<file path="config.mk">
export PLATFORM = sky130hd
export DESIGN_NAME = pong_ball_ctrl
export DESIGN_NICKNAME = d
export VERILOG_FILES = /design/src/rtl/pong_ball_ctrl.sv
export SDC_FILE = /design/constraint.sdc
export NUM_CORES = 1
export LEC_CHECK = 0
export ABC_AREA = 1
export CORE_MARGIN = 1
export CORE_UTILIZATION = 50
export DETAILED_ROUTE_END_ITERATION = 8
export PLACE_DENSITY_LB_ADDON = 0.2
export SYNTH_ARGS = -nofsm -noshare
export SYNTH_HDL_FRONTEND = slang
export SYNTH_SLANG_ARGS = --single-unit
</file>
<file path="constraint.sdc">
create_clock -name clk -period 2.4 [get_ports clk]
set_input_delay 0.72 -clock clk [delete_from_list [all_inputs] [get_ports clk]]
set_output_delay 0.72 -clock clk [all_outputs]
set_load 0.05 [all_outputs]
</file>
<file path="src/rtl/pong_ball_ctrl.sv">
// pong_ball_ctrl
//   Ball-motion and scoring engine for Pong. One of the clock divider's slow
//   taps acts as the motion strobe: each rising edge of the selected tap moves
//   the ball one pixel on each axis. Walls and paddles bounce the ball. When
//   the ball passes a paddle, the opponent scores, the ball is recentred and
//   the next serve is launched after a countdown. The game ends when either
//   score reaches WIN_SCORE.
//
// Ports
//   clk         100 MHz master clock
//   clr         asynchronous active-high reset
//   speed_taps  divider taps {speed3,speed2,speed1,speed0}
//   speed_sel   picks the tap used as the motion strobe
//   serve       debounced serve button (level)
//   pause       freezes motion and the serve countdown while high
//   paddle_l_y  left paddle top row (used unregistered)
//   paddle_r_y  right paddle top row (used unregistered)
//   ball_x/y    ball top-left corner
//   score_l/r   player scores
//   point_l/r   one-clk pulse when the left/right player scores
//   playing     high while the ball is in play
//   game_over   high once a player has reached WIN_SCORE
module pong_ball_ctrl #(
  parameter int H_ACTIVE    = 640,
  parameter int V_ACTIVE    = 480,
  parameter int BALL_SIZE   = 8,
  parameter int PADDLE_W    = 8,
  parameter int PADDLE_H    = 64,
  parameter int PADDLE_L_X  = 16,
  parameter int PADDLE_R_X  = 616,
  parameter int SERVE_TICKS = 64,
  parameter int WIN_SCORE   = 9
) (
  input  logic       clk,
  input  logic       clr,
  input  logic [3:0] speed_taps,
  input  logic [1:0] speed_sel,
  input  logic       serve,
  input  logic       pause,
  input  logic [9:0] paddle_l_y,
  input  logic [9:0] paddle_r_y,
  output logic [9:0] ball_x,
  output logic [9:0] ball_y,
  output logic [3:0] score_l,
  output logic [3:0] score_r,
  output logic       point_l,
  output logic       point_r,
  output logic       playing,
  output logic       game_over
);

  localparam int CW = $clog2(SERVE_TICKS + 1);

  localparam logic [9:0]    X_CENTRE  = 10'((H_ACTIVE - BALL_SIZE) / 2);
  localparam logic [9:0]    Y_CENTRE  = 10'((V_ACTIVE - BALL_SIZE) / 2);
  localparam logic [10:0]   BALL_W    = 11'(BALL_SIZE);
  localparam logic [10:0]   PAD_H     = 11'(PADDLE_H);
  localparam logic [10:0]   L_HIT_X   = 11'(PADDLE_L_X + PADDLE_W);
  localparam logic [10:0]   R_HIT_X   = 11'(PADDLE_R_X);
  localparam logic [10:0]   RIGHT_END = 11'(H_ACTIVE);
  localparam logic [10:0]   BOTTOM    = 11'(V_ACTIVE);
  localparam logic [3:0]    WIN       = 4'(WIN_SCORE);
  localparam logic [CW-1:0] CNT_LOAD  = CW'(SERVE_TICKS);
  localparam logic [CW-1:0] CNT_ONE   = CW'(1);

  typedef enum logic [2:0] {
    IDLE,
    SERVE,
    PLAY,
    SCORED,
    OVER
  } state_t;

  state_t        state, state_next;
  logic          tap_q, serve_q;
  logic          dx, dy;                 // dx: 1 = right, dy: 1 = down
  logic          dx_next, dy_next;
  logic [CW-1:0] countdown, countdown_next;
  logic [9:0]    x_next, y_next;
  logic [3:0]    score_l_next, score_r_next;
  logic          point_l_next, point_r_next;

  logic          tap, move, serve_rise;
  logic [10:0]   bx, by;
  logic          overlap_l, overlap_r;
  logic          hit_l, hit_r, miss_l, miss_r, at_top, at_bottom;

  assign tap        = speed_taps[speed_sel];
  assign move       = tap & ~tap_q & ~pause;
  assign serve_rise = serve & ~serve_q;

  // Geometry runs at 11 bits so position + size never wraps.
  assign bx        = {1'b0, ball_x};
  assign by        = {1'b0, ball_y};
  assign overlap_l = ((by + BALL_W) > {1'b0, paddle_l_y}) && (by < ({1'b0, paddle_l_y} + PAD_H));
  assign overlap_r = ((by + BALL_W) > {1'b0, paddle_r_y}) && (by < ({1'b0, paddle_r_y} + PAD_H));
  assign hit_l     = ~dx && (bx == L_HIT_X) && overlap_l;
  assign hit_r     =  dx && ((bx + BALL_W) == R_HIT_X) && overlap_r;
  assign miss_l    = ~dx && (ball_x == 10'd0);
  assign miss_r    =  dx && ((bx + BALL_W) == RIGHT_END);
  assign at_top    = ~dy && (ball_y == 10'd0);
  assign at_bottom =  dy && ((by + BALL_W) == BOTTOM);

  assign playing   = (state == PLAY);
  assign game_over = (state == OVER);

  // Every register of the block, including the strobe/serve edge detectors.
  always_ff @(posedge clk or posedge clr) begin
    if (clr) begin
      state     <= IDLE;
      tap_q     <= 1'b0;
      serve_q   <= 1'b0;
      ball_x    <= X_CENTRE;
      ball_y    <= Y_CENTRE;
      dx        <= 1'b1;
      dy        <= 1'b1;
      countdown <= '0;
      score_l   <= 4'd0;
      score_r   <= 4'd0;
      point_l   <= 1'b0;
      point_r   <= 1'b0;
    end else begin
      state     <= state_next;
      tap_q     <= tap;
      serve_q   <= serve;
      ball_x    <= x_next;
      ball_y    <= y_next;
      dx        <= dx_next;
      dy        <= dy_next;
      countdown <= countdown_next;
      score_l   <= score_l_next;
      score_r   <= score_r_next;
      point_l   <= point_l_next;
      point_r   <= point_r_next;
    end
  end

  // Next-state and datapath. Paddle checks take priority over misses; a miss
  // recentres the ball and skips the y rules so dy is carried over unchanged.
  always_comb begin
    state_next     = state;
    x_next         = ball_x;
    y_next         = ball_y;
    dx_next        = dx;
    dy_next        = dy;
    countdown_next = countdown;
    score_l_next   = score_l;
    score_r_next   = score_r;
    point_l_next   = 1'b0;
    point_r_next   = 1'b0;

    case (state)
      IDLE: begin
        x_next = X_CENTRE;
        y_next = Y_CENTRE;
        if (serve_rise) begin
          state_next     = SERVE;
          countdown_next = CNT_LOAD;
        end
      end

      SERVE: begin
        x_next = X_CENTRE;
        y_next = Y_CENTRE;
        if (move) begin
          if (countdown <= CNT_ONE) begin
            countdown_next = '0;
            state_next     = PLAY;
          end else begin
            countdown_next = countdown - CNT_ONE;
          end
        end
      end

      PLAY: begin
        if (move) begin
          if (hit_l) begin
            dx_next = 1'b1;
          end else if (hit_r) begin
            dx_next = 1'b0;
          end else if (miss_l) begin
            score_r_next = (score_r < WIN) ? score_r + 4'd1 : score_r;
            point_r_next = 1'b1;
            dx_next      = 1'b0;
            state_next   = SCORED;
          end else if (miss_r) begin
            score_l_next = (score_l < WIN) ? score_l + 4'd1 : score_l;
            point_l_next = 1'b1;
            dx_next      = 1'b1;
            state_next   = SCORED;
          end else begin
            x_next = dx ? ball_x + 10'd1 : ball_x - 10'd1;
          end

          if (miss_l || miss_r) begin
            x_next = X_CENTRE;
            y_next = Y_CENTRE;
          end else if (at_top) begin
            dy_next = 1'b1;
          end else if (at_bottom) begin
            dy_next = 1'b0;
          end else begin
            y_next = dy ? ball_y + 10'd1 : ball_y - 10'd1;
          end
        end
      end

      SCORED: begin
        if ((score_l == WIN) || (score_r == WIN)) begin
          state_next = OVER;
        end else begin
          state_next     = SERVE;
          countdown_next = CNT_LOAD;
        end
      end

      OVER: begin
        x_next = X_CENTRE;
        y_next = Y_CENTRE;
        if (serve_rise) begin
          score_l_next   = 4'd0;
          score_r_next   = 4'd0;
          dx_next        = 1'b1;
          countdown_next = CNT_LOAD;
          state_next     = SERVE;
        end
      end

      default: state_next = IDLE;
    endcase
  end

endmodule

</file>
==> results of run 1 <==
flip-flops by register name (all words and copies together), names as in the netlist, 3 cells and up:
| register | flops |
|---|---|
| ball_x | 10 |
| score_l | 4 |
| ball_y | 10 |
| state | 3 |
| countdown | 7 |
| score_r | 4 |
synth_stat cells (all sizes together):
master / count
fa: 2
clkinv: 1
nand3: 41
buf: 3
dfrtp: 32
or2: 5
nor3b: 4
inv: 98
nor4: 2
a22oi: 1
nor2: 74
xnor2: 8
o21ai: 48
o21bai: 3
nand4: 18
dfstp: 12
a31oi: 4
xor2: 21
o21a: 3
nand3b: 5
a21o: 1
nand2: 136
ha: 62
clkbuf: 1
a21oi: 32
nor3: 18
cell type report:
| type | instances | area [sq um] | area share, % |
|---|---|---|---|
| Clock buffer | 5 | 68.82 | 1.132 |
| Clock inverter | 3 | 46.29 | 0.7618 |
| Inverter | 99 | 371.6 | 6.115 |
| Multi-Input combinational cell | 490 | 3218 | 52.95 |
| Sequential cell | 44 | 1121 | 18.45 |
| Tap cell | 108 | 135.1 | 2.224 |
| Timing Repair Buffer | 125 | 1116 | 18.37 |
path summary, 6_finish.rpt:
path,end,slack [ns]
max in group asynchronous,ball_y[5],1.37
setup / recovery,score_r[3],-0.33
setup reg to reg,score_r[3],-0.33
hold reg to reg,ball_x[2],0.51
hold / removal,ball_x[2],0.51
min in group asynchronous,ball_x[1],0.74
what timing repair did:
action / in CTS / in global routing
buffers inserted: 5 / 2
cloned: 2 / 0
resized for setup: 27 / 33
pin swaps: 12 / 12
setup endpoints to repair: 29 / 41
hold buffers: 0 / 0
routing by layer:
layer | up-vias | GRT usage, % | share of wire [%]
met4 | 0 | 7.214 | 1.2
met2 | 115 | 44.09 | 48
met1 | 2120 | 33.97 | 46
li1 | 2353 | - | -
met3 | 12 | 2.765 | 4.4
met5 | - | 0 | 0
cell families after synthesis:
| kind of cell | after synthesis |
|---|---|
| compound gates | 92 |
| buf+inv | 103 |
| xor+xnor | 29 |
| fa+ha+maj | 64 |
| simple gates | 303 |
| flops | 44 |
stage by stage:
| stage | setup slack, ns | utilization, % | cells |
|---|---|---|---|
| 2_1_floorplan | -0.3480 | - | 635 |
| 3_3_place_gp | -0.5975 | 65.04 | 857 |
| 3_5_place_dp | -0.6772 | 65.04 | 857 |
| 4_1_cts | -0.2957 | 68.41 | 872 |
| 5_1_grt | -0.4688 | 70.03 | 874 |
| 6_report | -0.3276 | 70.03 | 874 |
power by group through the flow:
stage / registers (mW) / clock network (mW) / logic (mW)
5_1_grt: 1.40 / 0.628 / 6.09
6_report: 1.36 / 0.593 / 5.49
3_3_place_gp: 1.34 / 0 / 4.86
4_1_cts: 1.34 / 0.602 / 5.28
3_5_place_dp: 1.35 / 0 / 5.01
2_1_floorplan: 1.94 / 0 / 2.81
worst min-delay path, cell delays in order, from the launching register on:
cell and delay [ns]:
dfstp_2 0.40, nand2_2 0.07, o21ai_2 0.05
==> run metrics, run 1 <==
fin nets 859; DR DRC count 0; TritonCTS clock tree built; TritonCTS Sinks 44; HP Class reg2reg; WL/cell 13.50 microns; Final WS setup -0.3276 ns; post-synthesis simple-gate area fraction 30.78%; Root Buffer Master clkbuf_8; Fmax 0.3666 GHz; most common cell after layout, fill and taps aside nand2_1; Slew Viols, Final 0; worst r2r src ball_y[3]; vias in the first global route 4,289; WP data arrival 2.93 ns; Worst VDD drop 0.5134 mV; Total Power 7.439 mW; sequential power share 18.3%; Int Pwr 3.578 mW; Num CTS Buffers 5; Seq/Total Area, Yosys 25.12%; violated checks negative setup slack; min-delay src ball_x[2]; crit path buf inv count 4; largest cells by area after synthesis dfrtp_1 18%, ha_1 17%, nand2_1 11%, inv_1 7.9%, dfstp_2 7.1%; H-tree Lvls 2; Synth Area per Inst 6.997 sq um; # rows 34; clock power share 8.0%; core area 8678 sq um; Crit-path slowest cell dfstp_4; CP Launch Point ball_y[3]; synth warn 0; Netlist cell types 40; PwrDens 1224 nW/um^2; Design Area, Final 6077 sq um; cell repeated most along the worst path nand2_1; io pins 62; largest family of logic cells by synthesized area simple AND/OR/NAND/NOR gates; top-area cell type share of the netlist area 18.02%; Critical Path RT 2.60 ns; crit start category register; XOR/XNOR Fraction of Synth Area 5.717%; critical path's top delay family simple AND/OR/NAND/NOR gates; flop and latch count out of synthesis 44; layout cells sized above 1 21.93%; Compound-Gate Fraction of Synth Area 11.10%; clock skew 0.01182 ns; Fillers 719; syn_nets 729; Clock Latency Late Sink 0.31 ns; ANT nets after route 0; Post-DP Area 5644 sq um; Tot GR Track Use 25.67%; critical path class reg2reg; Worst path depth 19; outcome complete, but fails checks; final number of hold-violating endpoints 0; Setup Viol. Count Final 19; CTS max path bufs 2; largest net degree at the start of global routing 45; final worst path period need 2.728 ns; post-DP HPWL 9086 microns; mapped cell area 4443 sq um; Synth Area in Adders 18.36%; initial antenna violation count 0; Synth area leader dfrtp_1; critical-path cell list ha_4, nand3_4, nor2_4, nand2_2, xor2_2, inv_2, buf_6, ha_4, inv_2, nor2_1, nor3_1, nand2_1, nand4_1, nand2_2, nand2_4, buf_6, nand3_4, nand2_1, nand2_1; leakage power 3.029 nW; Sw Share 51.91%; Starting DRT DRC Count 176; Horiz. Die Dim 96.27 microns; Slew @ Worst Pin 0.6215 ns; Die ar. 9267 sq um; sum of negative setup slack -5.552 ns; Cells after Synth 635; Pre-antenna DRT Iters 5; Crit Path Max Fanout 5; slowest stage delay, CP 0.64 ns; Logic pwr share 73.7%; commonest non-fill, non-tap cells in the layout 116 x nand2_1, 91 x inv_1, 74 x buf_4, 70 x nor2_1, 56 x ha_1; Initial Util 51.20%; WL final 11,800 microns; worst hold slack 0.5112 ns; IO buf count 61; mux cell area share after synthesis 0%; max-cap check violation count 0; clock slew at reported path FFs 0.10 ns; Slew headroom 58.22%; Final GP Congestion 0.9017; crit end category register; unrepaired setup endpoints after global routing yes; Psw 3.862 mW; routed vias 4,600; Via density 5.263; ANT cells 0; worst hold path depth 2; FF-to-FF path depth 19; Final period util 113.7%; first-pass GRT wire length 18,800 microns; Remaining Overflow, GRT 0; Die Height 96.27 microns; Area growth syn-to-layout 36.78%
No activity file was read; power rests on OpenSTA's default activity.
==> run 2, diff against run 1 <==
==> constraint.sdc (replaced) <==
create_clock -name clk -period 3.5 [get_ports clk]
set_input_delay 1.05 -clock clk [delete_from_list [all_inputs] [get_ports clk]]
set_output_delay 1.05 -clock clk [all_outputs]
set_load 0.05 [all_outputs]
==> run 2 against run 1 <==
Compared with the run above:
- the flow now finishes without violations
- highest routed layer unchanged
- die area is the same
- largest power group unchanged
- sequential power down 24%
- critical path depth is 4 lower
- count of clock-buffer cells in the layout unchanged
- register-to-register slack improved by 0.72 ns
- sequential cell count unchanged
- hold slack improved by 0.0050 ns
- combinational power decreased by 45%
- core utilization shrank 8.6 points
==> run metrics, run 2 (synthesis gave the netlist of run 1 again) <==
HP Class reg2reg; ANT nets after route 0 (unchanged); Placement Setup Slack 0.02473 ns (+0.7019 ns); largest net degree at the start of global routing 23 (-49%); worst hold path depth 2 (unchanged); Slew headroom 46.18% (-12 points); layout cells sized above 1 6.931% (-15 points); Inst Count DP 807 (-5.8%); Largest regs ball_x x10, ball_y x10, countdown x7; PwrDens 831.8 nW/um^2 (-32%); io pins 62 (unchanged); Critical Path RT 3.73 ns (+1.13 ns); clock skew 0.009916 ns (-0.001901 ns); Die ar. 9267 sq um (unchanged); Slew @ Worst Pin 0.8023 ns (+0.1808 ns); Horiz. Die Dim 96.27 microns (unchanged); clock slew at reported path FFs 0.09 ns (about the same); worst r2r src ball_y[3]; commonest non-fill, non-tap cells in the layout 131 x nand2_1, 93 x inv_1, 72 x nor2_1, 62 x ha_1, 61 x clkdlybuf4s50_1; vias in the first global route 4,119 (-4.0%); hold path endpoint ball_x[2]; Tot GR Track Use 24.80% (-0.87 points); Final period util 90.46%; routed vias 4,345 (-5.5%); final number of hold-violating endpoints 0 (unchanged); # rows 34 (unchanged); fin nets 800 (-6.9%); DR DRC count 0 (unchanged); H-tree Lvls 2 (unchanged); Final WS setup 0.3339 ns (+0.6615 ns); Via density 5.331 (+1.3%); Pre-antenna DRT Iters 4 (-1); most common cell after layout, fill and taps aside nand2_1; Final GP Congestion 0.8985 (-0.35%); Remaining Overflow, GRT 0 (unchanged); post-DP HPWL 8599 microns (-5.4%); critical path class in2reg; TritonCTS Sinks 44 (unchanged); Starting DRT DRC Count 185 (+5.1%); WL final 10,730 microns (-9.0%); crit start category primary input; Root Buffer Master clkbuf_8; Num CTS Buffers 5 (unchanged); Initial Util 51.20% (unchanged); ANT cells 0 (unchanged); TritonCTS clock tree built; first-pass GRT wire length 18,080 microns (-3.8%); Worst VDD drop 0.3843 mV (-25%); WP data arrival 3.39 ns (+0.46 ns); initial antenna violation count 0 (unchanged); RR Endpoint ball_x[7]; Area growth syn-to-layout 20.02%; Fmax 0.3158 GHz; IO buf count 61 (unchanged); Crit Path Max Fanout 19 (+14); Clock Latency Late Sink 0.30 ns (about the same); post-CTS sizing 0 (-100%); sum of negative setup slack 0 ns (+5.552 ns); crit end category register; final worst path period need 3.166 ns; core area 8678 sq um (unchanged); reg-to-reg slack, setup 0.39 ns (+0.72 ns); final std cells w/o fill 815 (-6.8%); min-delay src ball_x[2]; CTS max path bufs 2 (unchanged); outcome finished clean; max-cap check violation count 0 (unchanged); WL/cell 13.17 microns (-2.4%); Hold-fix buffers, CTS 0 (unchanged); Die Height 96.27 microns (unchanged); FF-to-FF path depth 18 (-1); postcts setup bufs 0 (-5); Setup Viol. Count Final 0 (-19); Slew Viols, Final 0 (unchanged); unrepaired setup endpoints after global routing no; leakage power 2.571 nW (-15%)
[run 2: changes by cell type in the layout (fill, tap and decap cells not counted), sizes merged]
| cell | delta |
|---|---|
| dlymetal6s2s | -5 |
| clkinvlp | -1 |
| inv | -1 |
| nand2 | -2 |
| clkinv | +2 |
| clkdlybuf4s50 | +25 |
| dlygate4sd2 | -4 |
| buf | -73 |
[run 2: final cells by class]
cell class / count / area, sq um
flip-flops and latches: 44 / 1116
inverters: 99 / 371.6
fillers: 838 / 3346
well taps: 108 / 135.1
clock buffers: 5 / 68.82
repair buffers: 68 / 663.1
clock inverters: 3 / 47.55
multi-input cells: 488 / 2930
[run 2: per-layer routing]
metal | wire length (microns) | vias to the layer above | part of all wire [%] | global-route usage, %
li1 | - | 2228 | - | -
met1 | 5074 | 1998 | 47 | 32.96
met2 | 5082 | 106 | 47 | 41.73
met3 | 462 | 13 | 4.3 | 2.765
met4 | 113 | 0 | 1.1 | 8.209
met5 | 0 | - | 0 | 0
[run 2: how the worst max path moves through the flow]
stage	start	endpoint	slack [ns]
after global placement	paddle_r_y[6]	score_l[2]	0.08
after detailed placement	paddle_l_y[6]	ball_x[6]	0.02
after global routing	paddle_r_y[6]	ball_x[4]	0.07
after floorplan	ball_y[4]	score_r[0]	0.58
final	paddle_l_y[6]	ball_x[7]	0.33
after CTS	paddle_l_y[6]	ball_x[7]	0.34
[run 2: worst max-delay path, cell delays in order]
cell and delay [ns]:
clkdlybuf4s50_1 0.47, ha_1 0.25, xnor2_1 0.14, ha_1 0.30, a21oi_1 0.13, nor2_1 0.06, a21oi_1 0.11, nand3_1 0.08
nor2_1 0.10, nand2_1 0.09, nand2_1 0.09, nand2_2 0.15, nand2_4 0.22, nand2_1 0.07, o21ai_1 0.08
[run 2: power by group]
part | total, mW | internal, mW | switching, mW
sequential | 1.03 | 0.727 | 0.301
clock | 0.401 | 0.215 | 0.186
combinational | 3.01 | 1.10 | 1.90
[run 2: stage by stage]
step           util, %  hold slack, ns  cell area [sq um]  power (mW)
6_report         61.45          0.5163               5333       4.435
5_1_grt          61.45          0.5387               5333       4.905
4_1_cts          61.45          0.5161               5333       4.438
3_5_place_dp     60.11          0.5014               5216       4.013
3_3_place_gp     60.11          0.4927               5216       3.914
2_1_floorplan        -          0.4837               4443       3.227
==> run 3, diff against run 2 <==
--- a/config.mk
+++ b/config.mk
@@ -5,9 +5,9 @@
 export SDC_FILE = /design/constraint.sdc
 export NUM_CORES = 1
 export LEC_CHECK = 0
-export ABC_AREA = 1
 export CORE_MARGIN = 1
 export CORE_UTILIZATION = 50
+export CTS_CLUSTER_DIAMETER = 150
 export DETAILED_ROUTE_END_ITERATION = 8
 export PLACE_DENSITY_LB_ADDON = 0.2
 export SYNTH_ARGS = -nofsm -noshare
==> run 3 against run 2 <==
Compared with the run above:
- clock power fell by 3%
- synthesized cell count fell by 24%
- highest routed layer unchanged
- design area fell by 2.3%
- hold slack got worse by 0.011 ns
- global-route usage fell by 0.29 points
- clock skew fell by 0.0011 ns
- core utilization rose by 4.9 points
- sequential share of layout area rose by 0.50 points
==> run metrics, run 3 <==
Fmax 0.2944 GHz (-6.8%); synth warn 0 (unchanged); Area growth syn-to-layout 26.84%; worst r2r src ball_y[3]; multi-input logic area 2810 sq um (-4.1%); Initial Util 52.33% (+1.1 points); initial antenna violation count 0 (unchanged); # rows 32 (-5.9%); TritonCTS Sinks 44 (unchanged); first-pass GRT wire length 17,110 microns (-5.4%); Cells after Synth 481 (-24%); Fillers 643 (-23%); CP Launch Point paddle_l_y[7]; io pins 62 (unchanged); commonest non-fill, non-tap cells in the layout 59 x ha_1, 56 x clkdlybuf4s50_1, 47 x inv_1, 34 x nor2_1; largest net degree at the start of global routing 21 (-8.7%); final number of hold-violating endpoints 0 (unchanged); Slew headroom 11.43% (-35 points); crit path buf inv count 2 (+1); WL/cell 15.14 microns (+15%); flop and latch count out of synthesis 44 (unchanged); HP Class reg2reg; synth cell count leaders 62 x ha_1, 48 x inv_1, 36 x o21ai_0; Final GP Congestion 0.8907 (-0.87%); Post-synth EDFFs 0 (unchanged); post-DP HPWL 7832 microns (-8.9%); ys async rst share 100.0% (unchanged); Clock Latency Late Sink 0.30 ns (about the same); final worst path period need 3.396 ns (+0.2303 ns); Starting DRT DRC Count 152 (-18%); ANT cells 0 (unchanged); register area 1116 sq um (unchanged); Netlist cell types 63 (+57%); outcome finished clean; Tot GR Track Use 24.51% (-0.29 points); ANT nets after route 0 (unchanged); crit end category register; Final period util 97.04% (+6.6 points); Crit Path Max Fanout 5 (-14); IO buf count 61 (unchanged); reg-to-reg slack, setup 0.17 ns (-0.22 ns); Remaining Overflow, GRT 0 (unchanged); critical path class in2reg; cell repeated most along the worst path o21ai_1; fin nets 663 (-17%); syn_nets 575 (-21%); Root Buffer Master clkbuf_8; Synth area leader dfrtp_1; Slew Viols, Final 0 (unchanged); leakage power 2.423 nW (-5.7%); crit start category primary input; WP data arrival 3.62 ns (+0.23 ns); dominant synthesized flop cell dfrtp_1; slowest stage delay, CP 0.54 ns (+0.07 ns); Synth Area per Inst 8.537 sq um (+22%); Post-DP Area 4975 sq um (-4.6%); Pre-antenna DRT Iters 5 (+1); TritonCTS clock tree built; largest cells by area after synthesis dfrtp_1 20%, ha_1 19%, dfstp_2 7.7%, o21ai_0 4.4%, inv_1 4.4%; count leader, synth ha_1; worst hold slack 0.5057 ns (-0.01058 ns); mapped cell area 4106 sq um (-7.6%); Design Area, Final 5209 sq um (-2.3%); Largest regs ball_x x10, ball_y x10, countdown x7; most common cell after layout, fill and taps aside ha_1; H-tree Lvls 2 (unchanged); clock slew at reported path FFs 0.08 ns (about the same); Die Height 92.63 microns (-3.8%); Setup Viol. Count Final 0 (unchanged); Num CTS Buffers 5 (unchanged); routed vias 3,840 (-12%); Die ar. 8579 sq um (-7.4%); Placement Setup Slack -0.4127 ns (-0.4375 ns); clock skew 0.008841 ns (-0.001075 ns); Worst path depth 12 (-3); PwrDens 465.4 nW/um^2 (-44%); max-cap check violation count 0 (unchanged); Slew @ Worst Pin 1.318 ns (+0.5162 ns); layout cells sized above 1 12.11% (+5.2 points); crit path to ball_x[0]; unrepaired setup endpoints after global routing yes; Worst VDD drop 0.3818 mV (-0.63%); Via density 5.714 (+7.2%); Critical Path RT 3.73 ns (about the same); WL final 10,170 microns (-5.2%); core area 7848 sq um (-9.6%); RR Endpoint ball_x[0]; top-area cell type share of the netlist area 19.50% (+1.5 points); critical-path cell list clkdlybuf4s50_1, ha_2, xnor2_1, ha_1, o2111a_1, o21ai_1, a32oi_2, o32ai_4, o31ai_4, buf_6, nand3_1, o21ai_1; Finished Core Util 66.37% (+4.9 points); CTS max path bufs 2 (unchanged); Horiz. Die Dim 92.63 microns (-3.8%); Crit-path slowest cell clkdlybuf4s50_1; Seq/Total Area, Yosys 27.18% (+2.1 points); critical path's top delay family compound AO/OA/AOI/OAI gates; Total Power 2.424 mW (-45%); FF-to-FF path depth 13 (-5); vias in the first global route 3,709 (-10%); DR DRC count 0 (unchanged); Final WS setup 0.1036 ns (-0.2303 ns)
run 3: cell types whose count changed in the layout (fill, tap and decap cells not counted), moves of 6 or more:
cell	change
o31ai_1	+7
o21ai_1	-12
nor2_1	-38
nand2_1	-103
nor2b_1	+8
nand4_1	-12
inv_1	-46
xnor2_1	+6
a21o_1	+16
buf_4	+22
nand3_1	-15
xor2_1	-12
a211o_1	+6
run 3: worst min-delay path by stage:
stage                            start           end  cells after the start  slack [ns]
after floorplan           countdown[4]  countdown[4]                      2        0.46
after global placement    countdown[4]  countdown[4]                      2        0.48
after detailed placement  countdown[4]  countdown[4]                      2        0.50
after CTS                 countdown[4]  countdown[4]                      2        0.51
after global routing      countdown[3]  countdown[3]                      1        0.56
final                     countdown[4]  countdown[4]                      2        0.51
run 3: kinds of logic after synthesis:
logic type | share of synthesized area (%)
and+or+nand+nor | 18.43
AOI/OAI and AO/OA | 22.24
adders and majority gates | 19.87
buffers and inverters | 6.094
DFF | 27.18
xor gates and xnor gates | 5.119
muxes | 1.066
run 3: area by class of cell:
cell class / count / area share [%]
inverter: 48 / 3.459
clock inverter: 1 / 0.5765
tap: 102 / 2.450
clock buffer: 7 / 1.465
multi-input combinational: 378 / 53.95
timing repair buffer: 92 / 16.67
sequential: 44 / 21.43
run 3: what timing repair did:
action / CTS / global route
gates resized for setup: 4 / 19
gates cloned: 0 / 2
endpoints found under the setup margin: 10 / 12
hold buffers: 0 / 0
setup buffers: 1 / 3
pin swaps: 1 / 10
run 3: stage by stage:
stage          cells  TNS [ns]
5_1_grt          672  -0.05787
3_5_place_dp     658    -3.900
3_3_place_gp     658    -2.652
2_1_floorplan    481         0
4_1_cts          667         0
6_report         672         0
run 3: report_power, final:
part | switching, mW | leakage [nW] | internal, mW
combinational | 0.761 | 1.83 | 0.546
sequential | 0.116 | 0.539 | 0.612
clock | 0.175 | 0.0524 | 0.214
run 3: worst register-to-register path: stages, from the launching register on:
cell and delay (ns):
dfstp_2 0.63, and3_4 0.23, nand3_1 0.12, xnor2_2 0.19, buf_4 0.17, ha_1 0.29
a21o_1 0.19, a211o_1 0.30, o2111ai_2 0.28, o32ai_4 0.16, o31ai_4 0.33, buf_6 0.17
nand3_1 0.08, o21ai_1 0.14
run 3: metal layers:
metal	GRT usage [%]	wire [microns]	vias up
met4	6.282	110	0
met1	32.38	4725	1826
met3	3.530	413	8
li1	-	-	1918
met5	0	0	-
met2	42.04	4922	88
